## config.mk

```make
export PLATFORM = sky130hd
export DESIGN_NAME = seq_detect_param
export DESIGN_NICKNAME = d
export VERILOG_FILES = /design/src/rtl/seq_detect_param.sv
export SDC_FILE = /design/constraint.sdc
export NUM_CORES = 1
export LEC_CHECK = 0
export BUFFER_PORTS_ARGS = -buffer_cell sky130_fd_sc_hd__buf_2
export CAP_MARGIN = 40
export CELL_PAD_IN_SITES_DETAIL_PLACEMENT = 0
export CELL_PAD_IN_SITES_GLOBAL_PLACEMENT = 1
export CORE_MARGIN = 1.5
export CORE_UTILIZATION = 39
export DETAILED_ROUTE_END_ITERATION = 12
export GPL_ROUTABILITY_DRIVEN = 0
export HOLD_SLACK_MARGIN = 0.12
export PLACE_DENSITY = 0.73
export REMOVE_ABC_BUFFERS = 1
export SYNTH_ARGS = -nofsm -noshare
export SYNTH_HDL_FRONTEND = slang
export SYNTH_SLANG_ARGS = --single-unit
```

## constraint.sdc

```tcl
create_clock -name clk -period 2.2 [get_ports clk]
set_input_delay 0.22 -clock clk [delete_from_list [all_inputs] [get_ports clk]]
set_output_delay 0.22 -clock clk [all_outputs]
set_load 0.03 [all_outputs]
```

## src/rtl/seq_detect_param.sv

```systemverilog
// seq_detect_param
//   Serial pattern detector with a runtime-loadable pattern and per-bit
//   don't-care mask. Accepted bits shift into a history register; a match is
//   declared when the newest PAT_W bits (history plus the bit arriving this
//   cycle) agree with the pattern on every masked-in position.
//
// Parameters
//   PAT_W    pattern length in bits (2..32)
//   PATTERN  pattern loaded by reset (MSB = oldest bit)
//   OVERLAP  1: a bit may belong to consecutive matches; 0: a match restarts fill
//   CNT_W    width of the saturating match counter
//
// Ports
//   clk          clock, all state on rising edge
//   rst          synchronous active-high reset
//   en           din valid this cycle
//   din          serial data bit
//   cfg_we       load cfg_pattern / cfg_mask, restart fill (wins over en)
//   cfg_pattern  new pattern, MSB oldest
//   cfg_mask     per-bit compare enable (1 = compare)
//   cnt_clr      clear match_cnt (to 1 if a hit coincides)
//   match        registered one-cycle pulse per detection
//   match_cnt    saturating detection count
//   armed        registered; next valid bit can complete a match
module seq_detect_param #(
  parameter int               PAT_W   = 4,
  parameter logic [PAT_W-1:0] PATTERN = 4'b1011,
  parameter bit               OVERLAP = 1'b1,
  parameter int               CNT_W   = 8
) (
  input  logic             clk,
  input  logic             rst,
  input  logic             en,
  input  logic             din,
  input  logic             cfg_we,
  input  logic [PAT_W-1:0] cfg_pattern,
  input  logic [PAT_W-1:0] cfg_mask,
  input  logic             cnt_clr,
  output logic             match,
  output logic [CNT_W-1:0] match_cnt,
  output logic             armed
);

  // Fill counts 0..PAT_W, so it needs room for PAT_W itself.
  localparam int                FILL_W    = $clog2(PAT_W + 1);
  localparam logic [FILL_W-1:0] FILL_FULL = FILL_W'(PAT_W);
  localparam logic [FILL_W-1:0] FILL_ARM  = FILL_W'(PAT_W - 1);
  localparam logic [CNT_W-1:0]  CNT_MAX   = '1;

  logic [PAT_W-1:0]  hist_reg, hist_next;
  logic [PAT_W-1:0]  pat_reg, pat_next;
  logic [PAT_W-1:0]  mask_reg, mask_next;
  logic [FILL_W-1:0] fill_reg, fill_next;
  logic [CNT_W-1:0]  cnt_reg, cnt_next;
  logic              match_reg;
  logic              armed_reg;

  logic [PAT_W-1:0]  candidate;
  logic [PAT_W-1:0]  diff_bits;
  logic              accept;
  logic              hit;

  // The bit arriving this cycle completes the candidate, so a match is
  // recognised on the same edge that samples the final bit.
  assign candidate = {hist_reg[PAT_W-2:0], din};

  // A position disagrees only if it differs from the pattern and is masked in.
  generate
    for (genvar gi = 0; gi < PAT_W; gi++) begin : g_cmp
      assign diff_bits[gi] = (candidate[gi] ^ pat_reg[gi]) & mask_reg[gi];
    end
  endgenerate

  // A configuration write swallows any bit presented in the same cycle.
  assign accept = en & ~cfg_we;
  assign hit    = accept & (fill_reg >= FILL_ARM) & ~(|diff_bits);

  always_comb begin
    hist_next = hist_reg;
    pat_next  = pat_reg;
    mask_next = mask_reg;
    fill_next = fill_reg;
    cnt_next  = cnt_reg;

    if (cfg_we) begin
      // History is kept; with fill back at 0 the stale bits age out before
      // they can take part in a comparison.
      pat_next  = cfg_pattern;
      mask_next = cfg_mask;
      fill_next = '0;
    end else if (en) begin
      hist_next = candidate;
      if (hit && !OVERLAP) begin
        fill_next = '0;
      end else if (fill_reg != FILL_FULL) begin
        fill_next = fill_reg + 1'b1;
      end
    end

    // Clear and hit together leave the count at one: the hit is not lost.
    if (cnt_clr) begin
      cnt_next = hit ? CNT_W'(1) : '0;
    end else if (hit && (cnt_reg != CNT_MAX)) begin
      cnt_next = cnt_reg + 1'b1;
    end
  end

  always_ff @(posedge clk) begin
    if (rst) begin
      hist_reg  <= '0;
      pat_reg   <= PATTERN;
      mask_reg  <= '1;
      fill_reg  <= '0;
      cnt_reg   <= '0;
      match_reg <= 1'b0;
      armed_reg <= 1'b0;
    end else begin
      hist_reg  <= hist_next;
      pat_reg   <= pat_next;
      mask_reg  <= mask_next;
      fill_reg  <= fill_next;
      cnt_reg   <= cnt_next;
      match_reg <= hit;
      armed_reg <= (fill_next >= FILL_ARM);
    end
  end

  assign match     = match_reg;
  assign match_cnt = cnt_reg;
  assign armed     = armed_reg;

endmodule

```

==> results of run 1 <==
[final timing paths]
| check | depth (start not counted) | from | slack (ns) | to |
|---|---|---|---|---|
| setup / recovery | 7 | fill_reg[1] | 0.27 | match_cnt[5] |
| hold / removal | 3 | cfg_pattern[2] | 0.14 | pat_reg[2] |
| setup reg to reg | 7 | fill_reg[1] | 0.27 | match_cnt[5] |
| hold reg to reg | 2 | match_cnt[6] | 0.51 | match_cnt[6] |
[layer usage]
layer  GRT usage [%]  vias to the layer above  share of wire (%)
met3            2.79                        4                3.6
met2            20.7                       16                 45
met1            19.4                      419                 50
li1                -                      473                  -
met5               0                        -                  0
met4            6.46                        0                1.0
[kinds of logic (layout without fill, tap and decap cells)]
kind of cell	count (synthesis)	in the layout	share of synthesized area (%)
DFF	24	24	43.8
and+or+nand+nor	41	41	21.2
xor gates and xnor gates	5	5	4.00
adders and majority gates	4	4	4.57
buffers and inverters	11	40	3.88
AOI/OAI and AO/OA	27	27	17.0
muxes	6	6	5.48
[worst min-delay path, cell delays in order]
cell	delay (ns)
sky130_fd_sc_hd__buf_2	0.08
sky130_fd_sc_hd__mux2i_1	0.06
sky130_fd_sc_hd__nor2_1	0.07
[metrics by stage]
step	power [mW]	hold slack, ns	util [%]	worst slack, ns
floorplan	0.505	0.289	-	0.433
global route	0.814	0.131	49.4	0.100
finish	0.770	0.144	49.4	0.274
detailed placement	0.537	0.429	45.5	0.289
global placement	0.535	0.423	45.5	0.366
CTS	0.781	0.141	49.4	0.260
[placed cells by master, fill, tap and decap left out, drive strengths merged, types with 2 or more instances in the layout]
master,netlist,layout
a211o,7,7
a21oi,7,7
a22oi,2,2
buf,1,24
clkbuf,5,4
dfxtp,24,24
dlygate4sd3,0,7
ha,4,4
inv,5,5
mux2i,6,6
nand2,5,5
nand3,2,2
nand4,3,3
nor2,8,8
nor2b,9,9
nor3,4,4
o21ai,7,7
or3,5,5
xor2,4,4
[cell type report]
| cell class | instances | area [µm²] |
|---|---|---|
| Multi-Input combinational cell | 83 | 573 |
| Clock buffer | 4 | 36.3 |
| Sequential cell | 24 | 480 |
| Tap cell | 31 | 38.8 |
| Fill cell | 272 | 1370 |
| Inverter | 5 | 18.8 |
| Timing Repair Buffer | 31 | 193 |
[power by group through the flow]
stage / clock, mW / sequential, mW / combinational, mW
after CTS: 0.244 / 0.456 / 0.0808
after global placement: 0 / 0.466 / 0.0697
after detailed placement: 0 / 0.466 / 0.0711
after floorplan: 0 / 0.464 / 0.0408
after global routing: 0.268 / 0.458 / 0.0882
final: 0.233 / 0.456 / 0.0802
==> impl_summary.log, run 1 <==
[metrics] worst hold path type: in -> reg
[metrics] vertical die dimension: 56.0 µm
[metrics] first-pass detailed-route iteration total: 4
[metrics] flop and latch count out of synthesis: 24
[metrics] TritonCTS sink count: 24
[metrics] number of different library cells in the post-synthesis netlist: 30
[metrics] share of async-settable or async-resettable flops after synthesis: 0%
[metrics] transition time of the tightest slew-check pin: 0.309 ns
[metrics] cell family with the largest share of critical-path delay: simple AND/OR/NAND/NOR gates
[metrics] Slew Limit Headroom: 79.4%
[metrics] cell chain of the critical path: ha_1 > ha_1 > a211oi_1 > nor3_2 > nand4_2 > or4_1 > a21oi_1
[metrics] CTS buffer count: 3
[metrics] fraction of layout instances using a drive strength above 1: 22.4%
[metrics] DRT antenna net count: 0
[metrics] clock edge transition at the registers on the reported setup and hold paths: 0.13 ns
[metrics] Data required, critical path: 2.46 ns
[metrics] count of instances resized after the clock tree is built: 0
[metrics] static leakage power: 0.563 nW
[metrics] type of the setup path with the least slack: reg -> reg
[metrics] number of vias in the routed layout: 912
[metrics] Final setup viols: 0
[metrics] area fraction of the dominant cell type after synthesis: 43.8%
[metrics] final layout net count: 166
[metrics] Switching Share: 23.1%
[metrics] commonest cells in the synthesized netlist: 24 x sky130_fd_sc_hd__dfxtp_1, 9 x sky130_fd_sc_hd__nor2b_1, 8 x sky130_fd_sc_hd__nor2_1
[metrics] largest cells by area after synthesis: sky130_fd_sc_hd__dfxtp_1 44%, sky130_fd_sc_hd__a211o_1 5.6%, sky130_fd_sc_hd__mux2i_1 5.5%, sky130_fd_sc_hd__nor2b_1 5.1%, sky130_fd_sc_hd__ha_1 4.6%
[metrics] drt drc: 0
[metrics] setup tns final: 0 ns
[metrics] cell area after synthesis: 1100 µm²
[metrics] shortest period the worst path allows: 1.93 ns
[metrics] Initial Utilization: 40.4%
[metrics] total setup buffers inserted after CTS: 0
[metrics] total global routing track utilization: 14.0%
[metrics] Area growth syn-to-layout: 22.3%
[metrics] post-route clock period utilization: 87.6%
[metrics] average size of a mapped cell: 9.29 µm²
[metrics] H-tree depth: 1
[metrics] delay of the slowest cell on the worst path: 0.55 ns
[metrics] number of global-route vias before repair: 833
[metrics] total wire length: 2070 µm
[metrics] reported net switching power: 0.178 mW
[metrics] WL per Instance: 11.6 µm
[metrics] primary flip-flop cell chosen by synthesis mapping: sky130_fd_sc_hd__dfxtp_1
[metrics] number of max-capacitance violations reported: 0
[metrics] number of warnings reported in the yosys synthesis log: 0
[metrics] status: finished, final reports clean
[metrics] global-route wire length before repair: 3530 µm
[metrics] TritonCTS clock tree: yes
[metrics] total of buffers placed on input and output ports: 23
[metrics] setup repair after global routing missed its margin: false
[metrics] starting DRC count in detailed routing: 14
[metrics] Max Fanout on Critical Path: 14
[metrics] portion of the post-synthesis area used by sequential elements: 43.8%
[metrics] IR Drop Worst-Case VDD: 0.382 mV
[metrics] Vias per Instance: 5.12
[metrics] Final Hold Violating Endpoints: 0
[metrics] Final Max Slew Viols: 0
[metrics] critical path startpoint category: flip-flop
[metrics] Final Cell Area: 1340 µm²
[metrics] combinational share of power: 10.4%
[metrics] Post-Syn Instances: 118
[metrics] Worst-Skew Late Latency: 0.31 ns
[metrics] hold buffers post-CTS: 7
[metrics] post-layout instance count excluding filler cells: 178
[metrics] core region area: 2710 µm²
[metrics] diode insertion count for antenna repair: 0
[metrics] WP buf/inv: 0
[metrics] Max Clock Freq: 0.519 GHz
[metrics] Congestion Overflow GR: 0
[metrics] width of the chip: 56.0 µm
[metrics] number of flip-flops in the largest register: 8
[metrics] # placed instances: 167
[metrics] Int Pwr: 0.592 mW
[metrics] number of antenna violations at the first check in global routing: 0
[metrics] final HPWL from detailed placement: 1500 µm
[metrics] pin count of the biggest net entering global routing: 21
[metrics] number of synthesized flops with an enable pin: 0
[metrics] WP data arrival: 2.18 ns
[metrics] Worst Clk Skew: 0.00341 ns
[metrics] number of standard-cell rows in the floorplan: 19
[metrics] most prevalent standard cell on the critical path: sky130_fd_sc_hd__ha_1
[metrics] most repeated cell in the gate-level netlist after synthesis: sky130_fd_sc_hd__dfxtp_1
[metrics] area of the die: 3140 µm²
[metrics] sort of element at the end of the critical path: flip-flop
[metrics] Max clock buf depth: 2
[metrics] cell with the biggest individual delay on the critical path: sky130_fd_sc_hd__or4_1
[metrics] clock share of power: 30.3%
[metrics] power density over the cells: 574 nW/µm²
[metrics] dominant cell type by area after synthesis: sky130_fd_sc_hd__dfxtp_1
[metrics] top-level port count: 24
[metrics] Placement Cell Area: 1230 µm²
[metrics] clock tree root driver cell: sky130_fd_sc_hd__clkbuf_4
[metrics] part of the total power dissipated in sequential elements: 59.3%
No activity file was read; power rests on OpenSTA's default activity.
==> inputs of run 2 (changes only) <==
CORE_UTILIZATION = 41   (was 39)
CTS_BUF_LIST = sky130_fd_sc_hd__clkbuf_4   (was not set)
CTS_CLUSTER_DIAMETER = 60   (was not set)
PLACE_DENSITY = 0.77   (was 0.73)
==> impl_summary.log, run 2 (synthesis results as in run 1) <==
[metrics] clock edge transition at the registers on the reported setup and hold paths: 0.14 ns
[metrics] Final Cell Area: 1320 µm²
[metrics] Filler cells: 252
[metrics] Vias per Instance: 5.06
[metrics] width of the chip: 54.7 µm
[metrics] pin count of the biggest net entering global routing: 22
[metrics] Slew Limit Headroom: 74.8%
[metrics] vertical die dimension: 54.7 µm
[metrics] cell with the biggest individual delay on the critical path: sky130_fd_sc_hd__or4_1
[metrics] Congestion Overflow GR: 0
[metrics] total global routing track utilization: 16.1%
[metrics] global-route wire length before repair: 3380 µm
[metrics] DRT antenna net count: 0
[metrics] H-tree depth: 1
[metrics] commonest non-fill, non-tap cell in the layout: sky130_fd_sc_hd__dfxtp_1
[metrics] Worst-Skew Late Latency: 0.32 ns
[metrics] drt drc: 0
[metrics] first-pass detailed-route iteration total: 4
[metrics] CTS buffer count: 3
[metrics] starting DRC count in detailed routing: 13
[metrics] transition time of the tightest slew-check pin: 0.378 ns
[metrics] clock tree root driver cell: sky130_fd_sc_hd__clkbuf_4
[metrics] type of the setup path with the least slack: reg -> reg
[metrics] hold path cells: 3
[metrics] Max clock buf depth: 2
[metrics] shortest period the worst path allows: 1.99 ns
[metrics] cell family with the largest share of critical-path delay: simple AND/OR/NAND/NOR gates
[metrics] Max Fanout on Critical Path: 14
[metrics] number of global-route vias before repair: 827
[metrics] diode insertion count for antenna repair: 0
[metrics] cell count of the worst reg-to-reg path: 7
[metrics] Final setup viols: 0
[metrics] Switching Share: 25.0%
[metrics] total of buffers placed on input and output ports: 23
[metrics] status: finished, final reports clean
[metrics] WP data arrival: 2.25 ns
[metrics] Final Max Slew Viols: 0
[metrics] WP buf/inv: 0
[metrics] highest-count cells in the layout ignoring fill and taps: 24 x sky130_fd_sc_hd__dfxtp_1, 23 x sky130_fd_sc_hd__buf_2, 9 x sky130_fd_sc_hd__nor2b_1, 8 x sky130_fd_sc_hd__nor2_1
[metrics] # placed instances: 165
[metrics] top-level port count: 24
[metrics] critical hold path startpoint: cfg_pattern[2]
[metrics] number of vias in the routed layout: 891
[metrics] register-to-register setup slack: 0.21 ns
[metrics] setup repair after global routing missed its margin: false
[metrics] post-layout instance count excluding filler cells: 176
[metrics] number of max-capacitance violations reported: 0
[metrics] worst r2r src: fill_reg[1]
[metrics] reported net switching power: 0.186 mW
[metrics] worst hold path type: in -> reg
[metrics] area of the die: 2990 µm²
[metrics] critical path startpoint category: flip-flop
[metrics] number of standard-cell rows in the floorplan: 18
[metrics] power density over the cells: 561 nW/µm²
[metrics] Max Clock Freq: 0.503 GHz
[metrics] final layout net count: 165
[metrics] WL per Instance: 12.1 µm
[metrics] Final Hold Violating Endpoints: 0
[metrics] part of the total power dissipated in sequential elements: 61.5%
[metrics] cell chain of the critical path: ha_1 > ha_1 > a211oi_1 > nor3_2 > nand4_2 > or4_1 > a21oi_1
[metrics] TritonCTS sink count: 24
[metrics] number of flip-flops in the largest register: 8
[metrics] combinational share of power: 10.5%
[metrics] Placement Cell Area: 1220 µm²
[metrics] Data required, critical path: 2.46 ns
[metrics] final HPWL from detailed placement: 1510 µm
[metrics] Area growth syn-to-layout: 20.5%
[metrics] critical register-to-register path endpoint: match_cnt[5]
[metrics] core region area: 2500 µm²
[metrics] TritonCTS clock tree: yes
[metrics] Initial Utilization: 43.8%
[metrics] most prevalent standard cell on the critical path: sky130_fd_sc_hd__ha_1
[metrics] Int Pwr: 0.556 mW
[metrics] total wire length: 2130 µm
[metrics] fraction of layout instances using a drive strength above 1: 21.2%
[metrics] total setup buffers inserted after CTS: 0
[metrics] delay of the slowest cell on the worst path: 0.55 ns
[metrics] setup tns final: 0 ns
[metrics] Worst Clk Skew: 0.00117 ns
[metrics] static leakage power: 0.553 nW
[metrics] hold worst-path end: pat_reg[2]
[metrics] count of instances resized after the clock tree is built: 0
[metrics] sort of element at the end of the critical path: flip-flop
[metrics] post-route clock period utilization: 90.4%
[metrics] clock share of power: 28.0%
[metrics] number of antenna violations at the first check in global routing: 0
[metrics] IR Drop Worst-Case VDD: 0.322 mV
run 2: metrics by stage:
step                hold WS (ns)  setup slack (ns)  power [mW]  util, %
finish                     0.136             0.211       0.741     52.9
global route               0.167            0.0332       0.762     52.9
CTS                        0.146             0.206       0.743     52.9
detailed placement         0.432             0.244       0.535     49.0
global placement           0.424             0.367       0.533     49.0
floorplan                  0.289             0.433       0.505        -
run 2: how the worst max path moves through the flow:
stage	from	cells past startpoint	to
3_3_place_gp	fill_reg[1]	7	match_cnt[5]
3_5_place_dp	fill_reg[1]	7	match_cnt[5]
2_1_floorplan	match_cnt[0]	5	match_cnt[5]
4_1_cts	fill_reg[1]	7	match_cnt[5]
5_1_grt	fill_reg[1]	7	match_cnt[5]
6_report	fill_reg[1]	7	match_cnt[5]
run 2: layout make-up:
class / count / area [µm²] / area share [%]
timing repair buffer: 30 / 185 / 14.0
tap: 30 / 37.5 / 2.84
clock inverter: 1 / 3.75 / 0.284
multi-input combinational: 83 / 573 / 43.4
sequential: 24 / 480 / 36.4
inverter: 5 / 18.8 / 1.42
clock buffer: 3 / 22.5 / 1.70
run 2: routing by layer:
layer  routed length, µm  share of wire [%]  global-route usage (%)
met5                   0                  0                       0
met4                  36                1.7                    8.75
met1                1060                 50                    19.5
met2                 973                 46                    27.0
met3                  65                3.0                    2.46
run 2: worst reg2reg max path, cell delays in order, from the launching register on:
cell,delay (ns)
sky130_fd_sc_hd__dfxtp_1,0.40
sky130_fd_sc_hd__ha_1,0.17
sky130_fd_sc_hd__ha_1,0.15
sky130_fd_sc_hd__a211oi_1,0.06
sky130_fd_sc_hd__nor3_2,0.16
sky130_fd_sc_hd__nand4_2,0.29
sky130_fd_sc_hd__or4_1,0.55
sky130_fd_sc_hd__a21oi_1,0.15
run 2: power groups by stage:
stage | sequential (mW) | combinational (mW) | clock, mW
4_1_cts | 0.456 | 0.0791 | 0.208
6_report | 0.456 | 0.0781 | 0.207
3_3_place_gp | 0.465 | 0.0680 | 0
3_5_place_dp | 0.466 | 0.0693 | 0
5_1_grt | 0.457 | 0.0872 | 0.218
2_1_floorplan | 0.464 | 0.0408 | 0
run 2: repair_timing:
action | in CTS | in global routing
setup endpoints to repair | 0 | 0
hold buffers | 7 | 0
endpoints found under the hold margin | 7 | 0
